### src/rtl/hazard_ctrl.sv
// Hazard/forwarding controller for the 5-stage LEGv8 pipeline: load-use stall, taken-branch flush,
// EX forwarding selects and decode write-through bypass. Optional statistics counters: HAZARD_STATS_EN.
module hazard_ctrl #(
    parameter int unsigned RB    = 5,
    parameter int unsigned ZR    = 31,
    parameter int unsigned CNT_W = 32
) (
    input  logic             clk,
    input  logic             reset,
    input  logic [RB-1:0]    ra1_D,
    input  logic [RB-1:0]    ra2_D,
    input  logic [RB-1:0]    wa_D,
    input  logic             regWrite_D,
    input  logic             memRead_D,
    input  logic             branchTaken_M,
    output logic             stall_F,
    output logic             stall_D,
    output logic             flush_D,
    output logic             flush_E,
    output logic             flush_M,
    output logic [1:0]       fwdA_E,
    output logic [1:0]       fwdB_E,
    output logic             bypass1_D,
    output logic             bypass2_D,
    output logic [CNT_W-1:0] stallCount,
    output logic [CNT_W-1:0] flushCount
);

    localparam logic [RB-1:0] ZR_IDX = RB'(ZR);

    localparam logic [1:0] SEL_RF  = 2'b00;
    localparam logic [1:0] SEL_WB  = 2'b01;
    localparam logic [1:0] SEL_MEM = 2'b10;

    typedef struct packed {
        logic          v;
        logic          rw;
        logic          mr;
        logic [RB-1:0] wa;
    } shadow_t;

    shadow_t       r_e;
    shadow_t       r_m;
    shadow_t       r_w;
    logic [RB-1:0] r_e_ra1;
    logic [RB-1:0] r_e_ra2;

    logic w_luh;
    logic w_flush;
    logic w_stall;
    logic w_bubble_e;

    // A valid register writer whose destination equals r; XZR never matches.
    function automatic logic f_match(input logic v, input logic rw,
                                     input logic [RB-1:0] wa, input logic [RB-1:0] r);
        return v & rw & (wa == r) & (r != ZR_IDX);
    endfunction

    // MEM result is younger than WB, so it wins when both hold the register.
    function automatic logic [1:0] f_fwd_sel(input shadow_t m, input shadow_t w,
                                             input logic [RB-1:0] r);
        logic [1:0] sel;
        sel = SEL_RF;
        if (f_match(m.v, m.rw, m.wa, r)) begin
            sel = SEL_MEM;
        end else if (f_match(w.v, w.rw, w.wa, r)) begin
            sel = SEL_WB;
        end
        return sel;
    endfunction

    always_comb begin
        w_luh      = r_e.v & r_e.mr &
                     (f_match(r_e.v, r_e.rw, r_e.wa, ra1_D) |
                      f_match(r_e.v, r_e.rw, r_e.wa, ra2_D));
        w_flush    = branchTaken_M;
        w_stall    = w_luh & ~w_flush;
        w_bubble_e = w_luh | w_flush;
    end

    // Shadow pipeline: W always advances; a flush kills E and M, a stall bubbles E.
    always_ff @(posedge clk) begin
        if (reset) begin
            r_e     <= '0;
            r_m     <= '0;
            r_w     <= '0;
            r_e_ra1 <= '0;
            r_e_ra2 <= '0;
        end else begin
            r_w <= r_m;
            r_m <= w_flush ? shadow_t'('0) : r_e;
            if (w_bubble_e) begin
                r_e     <= '0;
                r_e_ra1 <= '0;
                r_e_ra2 <= '0;
            end else begin
                r_e     <= '{v: 1'b1, rw: regWrite_D, mr: memRead_D, wa: wa_D};
                r_e_ra1 <= ra1_D;
                r_e_ra2 <= ra2_D;
            end
        end
    end

    assign stall_F   = w_stall;
    assign stall_D   = w_stall;
    assign flush_D   = w_flush;
    assign flush_E   = w_flush;
    assign flush_M   = w_flush;
    assign fwdA_E    = f_fwd_sel(r_m, r_w, r_e_ra1);
    assign fwdB_E    = f_fwd_sel(r_m, r_w, r_e_ra2);
    assign bypass1_D = f_match(r_w.v, r_w.rw, r_w.wa, ra1_D);
    assign bypass2_D = f_match(r_w.v, r_w.rw, r_w.wa, ra2_D);

    // The load flag is only needed in E; W keeps it for a uniform entry layout.
    logic w_unused_w_mr;
    assign w_unused_w_mr = r_w.mr;

`ifdef HAZARD_STATS_EN
    logic [CNT_W-1:0] r_stall_cnt;
    logic [CNT_W-1:0] r_flush_cnt;

    // Saturating event counters.
    always_ff @(posedge clk) begin
        if (reset) begin
            r_stall_cnt <= '0;
            r_flush_cnt <= '0;
        end else begin
            if (w_stall && (r_stall_cnt != {CNT_W{1'b1}})) begin
                r_stall_cnt <= r_stall_cnt + CNT_W'(1);
            end
            if (w_flush && (r_flush_cnt != {CNT_W{1'b1}})) begin
                r_flush_cnt <= r_flush_cnt + CNT_W'(1);
            end
        end
    end

    assign stallCount = r_stall_cnt;
    assign flushCount = r_flush_cnt;
`else
    assign stallCount = '0;
    assign flushCount = '0;
`endif

endmodule

### config.mk
export PLATFORM = sky130hd
export DESIGN_NAME = hazard_ctrl
export DESIGN_NICKNAME = d
export VERILOG_FILES = /design/src/rtl/hazard_ctrl.sv
export SDC_FILE = /design/constraint.sdc
export NUM_CORES = 1
export LEC_CHECK = 0
export ABC_AREA = 0
export ABC_CLOCK_PERIOD_IN_PS = 2000
export BUFFER_PORTS_ARGS = -buffer_cell sky130_fd_sc_hd__buf_2
export CAP_MARGIN = 20
export CORE_MARGIN = 3
export CORE_UTILIZATION = 51
export CTS_CLUSTER_DIAMETER = 150
export CTS_CLUSTER_SIZE = 16
export DETAILED_ROUTE_END_ITERATION = 16
export GPL_TIMING_DRIVEN = 1
export PLACE_DENSITY = 0.86
export SLEW_MARGIN = 20
export SYNTH_ARGS = -nofsm -noshare
export SYNTH_HDL_FRONTEND = slang
export SYNTH_SLANG_ARGS = --single-unit
export TNS_END_PERCENT = 30
### constraint.sdc
create_clock -name clk -period 2 [get_ports clk]
set_input_delay 0.1 -clock clk [delete_from_list [all_inputs] [get_ports clk]]
set_output_delay 0.1 -clock clk [all_outputs]
set_load 0.02 [all_outputs]
==> impl_metrics.ini, run 1 <==
[setup_path]
worst_path_largest_cell_delay_ns = 0.52
worst-path-max-fanout = 4
crit_family = compound AO/OA/AOI/OAI gates
endpoint_kind = output port
critical_path_class = reg2out
crit_buf_inv = 1
path_cells = xnor2_1 -> nand4_1 -> a2111oi_1 -> buf_2
crit_required_ns = 1.90
crit_slowest_cell = a2111oi_1
cp.arrival_ns = 1.80
crit_path_start_kind = flop

[placement]
gp_congestion = 0.902
placed_area_mm2 = 0.00196
port_buffers = 30
hpwl_mm = 3.05

[finish]
fin_area_mm2 = 0.00207
syn2layout_area_growth_pct = 0.609
drive_above_1_share = 0.200
diodes = 0
utilization = 0.548
layout_commonest_cell = conb_1
finalNetCount = 279
final_cell_mix = 64 x conb_1, 32 x dfxtp_1, 30 x buf_2, 26 x xnor2_1, 20 x nand2_1

[global_routing]
grt_max_degree = 23
grt_pass1_vias = 1246
grt_pass1_wl_mm = 6.03
antenna_found_initial = 0
grtUsageTotal = 0.160
grt_overflow = 0

[timing]
slew_violations = 0
hold_viol_final = 0
setup_tns_ns = 0
setup_viol = 0
period_minus_slack_ns = 1.90
post-route-period-util = 0.951
rsz0062_at_grt = no
fmax_ghz = 0.526
skew_ns = 0.00236

[power]
leakagePower_nw = 0.944
power_density_mw_per_mm2 = 734
ir_drop_v = 0.000634

[synthesis]
synthFlopType = dfxtp_1
yosysWarnings = 0
synth_largest_area_cell = dfxtp_1
synth_adder_area_share = 0
synthMuxAreaShare = 0
ys_top_cells_by_area = dfxtp_1 31%, buf_4 25%, xnor2_1 11%
ys_seq_area_frac = 0.312
async_flop_share = 0
synth-seq-cells = 32
synthXorXnorAreaFrac = 0.171
synth_top_family_by_area = buffers and inverters
synth_cell_types = 28
synth-compound-area-share = 0.0871
yosysTopAreaCellShare = 0.312
syn_inst = 233
yosys.area_share.simple = 0.150
avgSynthCellArea_um2 = 8.82
synth_edf_count = 0
synth_area_mm2 = 0.00205

[hold_path]
hold_path_class = in2reg

[clock_tree]
clock_sinks = 32
htreeDepth = 2
clk-insertion-delay-late_ns = 0.28
cts_made_buffers = 5
cts_tree = done
clockBufferDepth = 2
clkTransAtPathRegs_ns = 0.06
postCtsSetupBuffers = 0
cts_root_buf = clkbuf_8

[die]
io_pins = 95
die_w_um = 69.5
fp.dieH_um = 69.5
core_area_mm2 = 0.00377
rows = 22
start_util = 0.545
die_area_mm2 = 0.00483

[drt]
via_per_inst = 4.50
drc_errors = 0
first_pass_iters = 4
ant_nets = 0
wl_per_cell_um = 12.4
drtIter0Drc = 42
via_count = 1386
wl_mm = 3.81

[job]
max_cap_viol_count = 0

[run_status]
outcome = finished, final reports clean
-- through the flow --
stage | power (mW) | hold slack (ns) | worst slack (ns) | cells
final | 1.52 | 0.0297 | 0.0980 | 308
after global routing | 1.59 | 0.0351 | 0.0414 | 308
after CTS | 1.53 | 0.0161 | 0.0112 | 308
after detailed placement | 0.933 | 0.324 | 0.335 | 300
after global placement | 0.927 | 0.320 | 0.472 | 300
after floorplan | 0.980 | 0.172 | 0.0439 | 296
-- worst paths after layout --
check / startpoint / end / slack, ns / cells after the start
worst min-delay path: wa_D[3] / r_e[3] / 0.03 / 3
worst max-delay path: r_w[1] / bypass1_D / 0.1 / 4
worst max register to register: r_e[0] / r_e_ra2[3] / 0.56 / 5
worst min register to register: r_e[6] / r_m[6] / 0.45 / 1
-- worst register-to-register path: cells and delay by family (launching register included) --
family / cells / cell delay [ns]
XOR/XNOR: 1 / 0.16
AO/OA/AOI/OAI: 3 / 0.59
flip-flops: 1 / 0.34
buffers and inverters: 1 / 0.24
-- sequential cells by signal, indices dropped and copies added (netlist names) --
signal,flops
r_e,8
r_e_ra1,5
r_e_ra2,5
r_m,7
r_w,7
-- metal layers --
metal,track usage,part of all wire,vias to the layer above
li1,-,-,676
met1,0.201,0.41,635
met2,0.252,0.49,68
met3,0.0493,0.082,7
met4,0.0694,0.019,0
met5,0,0,-
-- power breakdown --
part | internal, mW | switching [mW]
sequential | 0.657 | 0.0195
combinational | 0.0651 | 0.180
clock | 0.369 | 0.227
-- synthesized netlist by cell type (2+ instances only) --
library cell	n
buf_4	68
dfxtp_1	32
xnor2_1	26
nand2_1	20
xor2_1	14
a21oi_2	9
a21oi_1	7
and2_1	7
nor2b_1	7
clkbuf_1	6
nand4_1	6
nor2_1	5
nand3_1	4
nor3_1	4
a2111oi_0	2
a211oi_1	2
and4_1	2
or4_1	2
-- what timing repair did --
action / in CTS / in global routing
gates resized for setup: 0 / 1
setup endpoints to repair: 0 / 1
hold buffers: 0 / 0
-- logic make-up (layout without fill, tap and decap cells) --
| logic type | count (synthesis) | in the layout |
|---|---|---|
| AO/OA/AOI/OAI | 23 | 23 |
| other | 1 | 64 |
| AND/OR/NAND/NOR | 59 | 59 |
| buffers and inverters | 78 | 42 |
| flip-flops | 32 | 32 |
| XOR/XNOR | 40 | 40 |
-- area by class of cell --
type | instances | area (µm²)
multi-input cells | 186 | 1080
repair buffers | 34 | 180
well taps | 48 | 60.1
fillers | 359 | 1700
clock buffers | 6 | 72.6
clock inverters | 2 | 35.0
flip-flops and latches | 32 | 641
(Power assumes the default switching activity.)
==> run 2: changes to the inputs <==
Settings changed: ABC_AREA 0 to 1, CORE_UTILIZATION 51 to 50, PLACE_DENSITY 0.86 to 0.85.
==> impl_metrics.ini, run 2 <==
[timing]
period_minus_slack_ns = 1.64
setup_viol = 0
post-route-period-util = 0.822
setup_tns_ns = 0
fmax_ghz = 0.608
slew_violations = 0
skew_ns = 0.00387
hold_viol_final = 0
rsz0062_at_grt = no

[die]
start_util = 0.535
fp.dieH_um = 69.7
io_pins = 95
core_area_mm2 = 0.00380
rows = 22
die_w_um = 69.7
die_area_mm2 = 0.00486

[drt]
ant_nets = 0
via_per_inst = 4.35
drtIter0Drc = 60
first_pass_iters = 4
wl_per_cell_um = 10.8
via_count = 1556
wl_mm = 3.87
drc_errors = 0

[synthesis]
ys_top_cells_by_area = dfxtp_1 32%, buf_4 25%, nor2_1 9.4%
syn_inst = 282
avgSynthCellArea_um2 = 7.20
synth_largest_area_cell = dfxtp_1
synth_area_mm2 = 0.00203
ys_seq_area_frac = 0.315
yosysWarnings = 0
async_flop_share = 0
synth_cell_types = 27
synth_most_common_cell = buf_4
yosys-top-cells-count = 68 x buf_4, 51 x nor2_1, 40 x inv_1
yosysTopAreaCellShare = 0.315
synth-seq-cells = 32
synth_edf_count = 0
synthFlopType = dfxtp_1

[setup_path]
cp.arrival_ns = 1.54
worst-path-max-fanout = 5
crit_path_start_kind = flop
crit_required_ns = 1.90
critical_path_class = reg2out
endpoint_kind = output port

[finish]
nFillCells = 344
finalNetCount = 329
regMostFlops = r_e
drive_above_1_share = 0.139
largest_register_ffs = 8
reg_top3 = r_e: 8 flops, r_m: 7 flops, r_w: 7 flops
final_cell_mix = 64 x conb_1, 51 x nor2_1, 40 x inv_1, 32 x dfxtp_1, 30 x buf_2
layout_commonest_cell = conb_1
diodes = 0
syn2layout_area_growth_pct = 1.05

[placement]
hpwl_mm = 3.06
port_buffers = 30
gp_congestion = 0.922

[clock_tree]
htreeDepth = 2
cts_made_buffers = 5
postCtsSetupBuffers = 0
cts_root_buf = clkbuf_8
ctsResizeCount = 0
clock_sinks = 32
clockBufferDepth = 2
cts_tree = done
clk-insertion-delay-late_ns = 0.29
ctsHoldBuffers = 0
clkTransAtPathRegs_ns = 0.07

[run_status]
outcome = finished, final reports clean

[global_routing]
antenna_found_initial = 0
grt_pass1_vias = 1353
grt_pass1_wl_mm = 6.02
grt_overflow = 0
grt_max_degree = 19
grtUsageTotal = 0.155

[power]
power_density_mw_per_mm2 = 744
ir_drop_v = 0.000458
power_mw = 1.53
leakagePower_nw = 1.08

[hold_path]
hold_path_class = in2reg

[job]
max_cap_viol_count = 0
-- run 2: cell families after synthesis --
logic type,Yosys count,share of synthesized area
compound gates,18,0.0585
xor+xnor,19,0.0819
buf+inv,113,0.338
flops,32,0.315
other cells,1,0.00185
simple gates,99,0.204
-- run 2: path summary, 6_finish.rpt --
check             depth (start not counted)         end  slack [ns]    start
setup / recovery                          5   bypass2_D        0.36   r_w[2]
hold / removal                            3      r_e[3]        0.02  wa_D[3]
setup reg to reg                          9  r_e_ra2[0]        0.77   r_e[3]
hold reg to reg                           2      r_w[6]        0.42   r_m[6]
-- run 2: worst max-delay path, cell delays in order, from the launching register on --
cell,delay (ns)
dfxtp_1,0.40
inv_1,0.12
a21oi_1,0.15
nand4_1,0.10
nor4_1,0.26
buf_2,0.24
-- run 2: cell type report --
class	instances	area, µm²	area share
clock buffer	5	68.8	0.0335
clock inverter	3	42.5	0.0207
inverter	40	150	0.0732
multi-input combinational	200	940	0.458
sequential	32	641	0.312
tap	48	60.1	0.0293
timing repair buffer	30	150	0.0732
-- run 2: routing by layer --
layer / wire (µm) / track usage
met4: 68 / 0.0532
met1: 1500 / 0.183
met5: 0 / 0
met3: 417 / 0.0493
met2: 1890 / 0.263
-- run 2: through the flow --
step | utilization | instance area (µm²) | hold WS [ns] | setup slack, ns | instances
after floorplan | - | 2270 | 0.212 | 0.537 | 345
after global placement | 0.511 | 1940 | 0.316 | 0.740 | 350
after detailed placement | 0.511 | 1940 | 0.321 | 0.748 | 350
after CTS | 0.540 | 2050 | 0.0163 | 0.410 | 358
after global routing | 0.540 | 2050 | 0.0275 | 0.267 | 358
final | 0.540 | 2050 | 0.0192 | 0.356 | 358
-- run 2: report_power, final --
| part | switching [mW] | internal, mW | leakage [nW] | total (mW) |
|---|---|---|---|---|
| combinational | 0.181 | 0.0530 | 0.762 | 0.234 |
| clock | 0.250 | 0.368 | 0.0541 | 0.619 |
| sequential | 0.0183 | 0.656 | 0.261 | 0.675 |
==> run 3: changes to the inputs <==
Settings changed: ABC_AREA 1 to 0, ABC_CLOCK_PERIOD_IN_PS 2000 to 1750, CORE_UTILIZATION 50 to 47, PLACE_DENSITY 0.85 to 0.8.
Clock period 2 ns to 1.75 ns, I/O delays scaled along.
==> impl_metrics.ini, run 3 (synthesized netlist as in run 1, its figures left out) <==
[placement]
port_buffers = 30
hpwl_mm = 2.92
dp.cells = 303
gp_congestion = 0.879

[finish]
regMostFlops = r_e
reg_top3 = r_e: 8 flops, r_m: 7 flops, r_w: 7 flops
layoutNonFillerInstCount = 311
final_cell_mix = 64 x conb_1, 27 x buf_2, 26 x xnor2_1, 20 x nand2_1, 20 x dfxtp_1
layout_commonest_cell = conb_1
largest_register_ffs = 8
utilization = 0.515
diodes = 0
syn2layout_area_growth_pct = 3.17
finalNetCount = 280
drive_above_1_share = 0.261

[job]
max_cap_viol_count = 0

[drt]
drc_errors = 0
via_per_inst = 4.41
route.layer.met1.wl_mm = 1.54
drtIter0Drc = 31
maxUsedRoutingLayer = met4
via_count = 1373
ant_nets = 0
met3_length_um = 295
first_pass_iters = 4
wl_per_cell_um = 11.7
wl_mm = 3.64
dr_wl_met2_mm = 1.77

[setup_path]
critical_path_class = reg2out
worst_path_largest_cell_delay_ns = 0.34
worst-path-max-fanout = 3
crit_path_start_kind = flop
rrSetupSlack_ns = 0.33
crit_slowest_cell = dfxtp_1
crit_required_ns = 1.66
cp.arrival_ns = 1.62
endpoint_kind = output port
path_cells = xor2_1 -> a211oi_1 -> a22o_1 -> and3b_2 -> buf_4

[power]
combPwrFrac = 0.161
leakagePower_nw = 0.955
switchingPower_mw = 0.496
clockPowerShare = 0.395
power_mw = 1.74
power.share.switching = 0.285
seqPwrFrac = 0.443
ir_drop_v = 0.000575
p_int_mw = 1.24
power_density_mw_per_mm2 = 821

[clock_tree]
htreeDepth = 2
clockBufferDepth = 2
cts_made_buffers = 5
cts_tree = done
postCtsSetupBuffers = 0
cts_root_buf = clkbuf_8
clk-insertion-delay-late_ns = 0.28
clock_sinks = 32
clkTransAtPathRegs_ns = 0.07

[timing]
timing.hold.ws_ns = 0.0194
rsz0062_at_grt = yes
hold_viol_final = 0
setup_tns_ns = 0
post-route-period-util = 0.976
fmax_ghz = 0.585
skew_ns = 0.00790
slew_violations = 0
period_minus_slack_ns = 1.71
setup_viol = 0

[global_routing]
grt_overflow = 0
grt_pass1_wl_mm = 5.64
grt_pass1_vias = 1196
antenna_found_initial = 0
grt_max_degree = 23
grtUsageTotal = 0.142

[hold_path]
hold_path_class = in2reg

[die]
die_w_um = 72.1
io_pins = 95
die_area_mm2 = 0.00520
start_util = 0.499
rows = 23
fp.dieH_um = 72.1
core_area_mm2 = 0.00412

[run_status]
outcome = finished, final reports clean
run 3: changes by cell type in the layout (fill, tap and decap cells not counted), moves of 10 or more:
cell,previous run,this run
nor2_1,51,5
inv_1,40,0
xnor2_1,11,26
dfxtp_1,32,20
dfxtp_2,0,10
run 3: cell type report:
type	count	area [µm²]
tap	50	62.6
fill	376	2000
timing repair buffer	35	195
multi-input combinational	186	1090
clock buffer	5	68.8
sequential	32	661
clock inverter	3	42.5
run 3: final timing paths:
path | from | to | cells past startpoint
setup / recovery | r_e[0] | stall_F | 5
setup reg to reg | r_e[0] | r_e_ra2[3] | 5
hold reg to reg | r_e[6] | r_m[6] | 1
hold / removal | wa_D[3] | r_e[3] | 3
run 3: routing by layer:
layer	global-route usage	vias up
li1	-	677
met1	0.183	630
met2	0.215	63
met3	0.0485	3
met4	0.0605	0
met5	0	-
run 3: power by group through the flow:
| stage | clock network, mW | logic [mW] | registers [mW] |
|---|---|---|---|
| floorplan | 0 | 0.338 | 0.782 |
| global placement | 0 | 0.271 | 0.788 |
| detailed placement | 0 | 0.275 | 0.789 |
| CTS | 0.706 | 0.278 | 0.772 |
| global route | 0.748 | 0.307 | 0.774 |
| finish | 0.688 | 0.281 | 0.771 |
run 3: per-stage QoR:
stage	setup WS (ns)	area [µm²]
after global routing	-0.0234	2120
after CTS	0.0147	2090
after floorplan	-0.169	2290
after detailed placement	0.246	1970
after global placement	0.290	1970
final	0.0415	2120
run 3: critical path: cells and delay by family (launching register included):
kind	cells	cell delay [ns]
compound gates	2	0.48
flops	1	0.34
simple gates	1	0.21
xor+xnor	1	0.17
buf+inv	1	0.14
run 3: what timing repair did:
item                                    CTS  global route
endpoints found under the hold margin     0             0
hold buffers                              0             0
gates resized for setup                   5            15
endpoints found under the setup margin    4             6
pin swaps                                 1             3
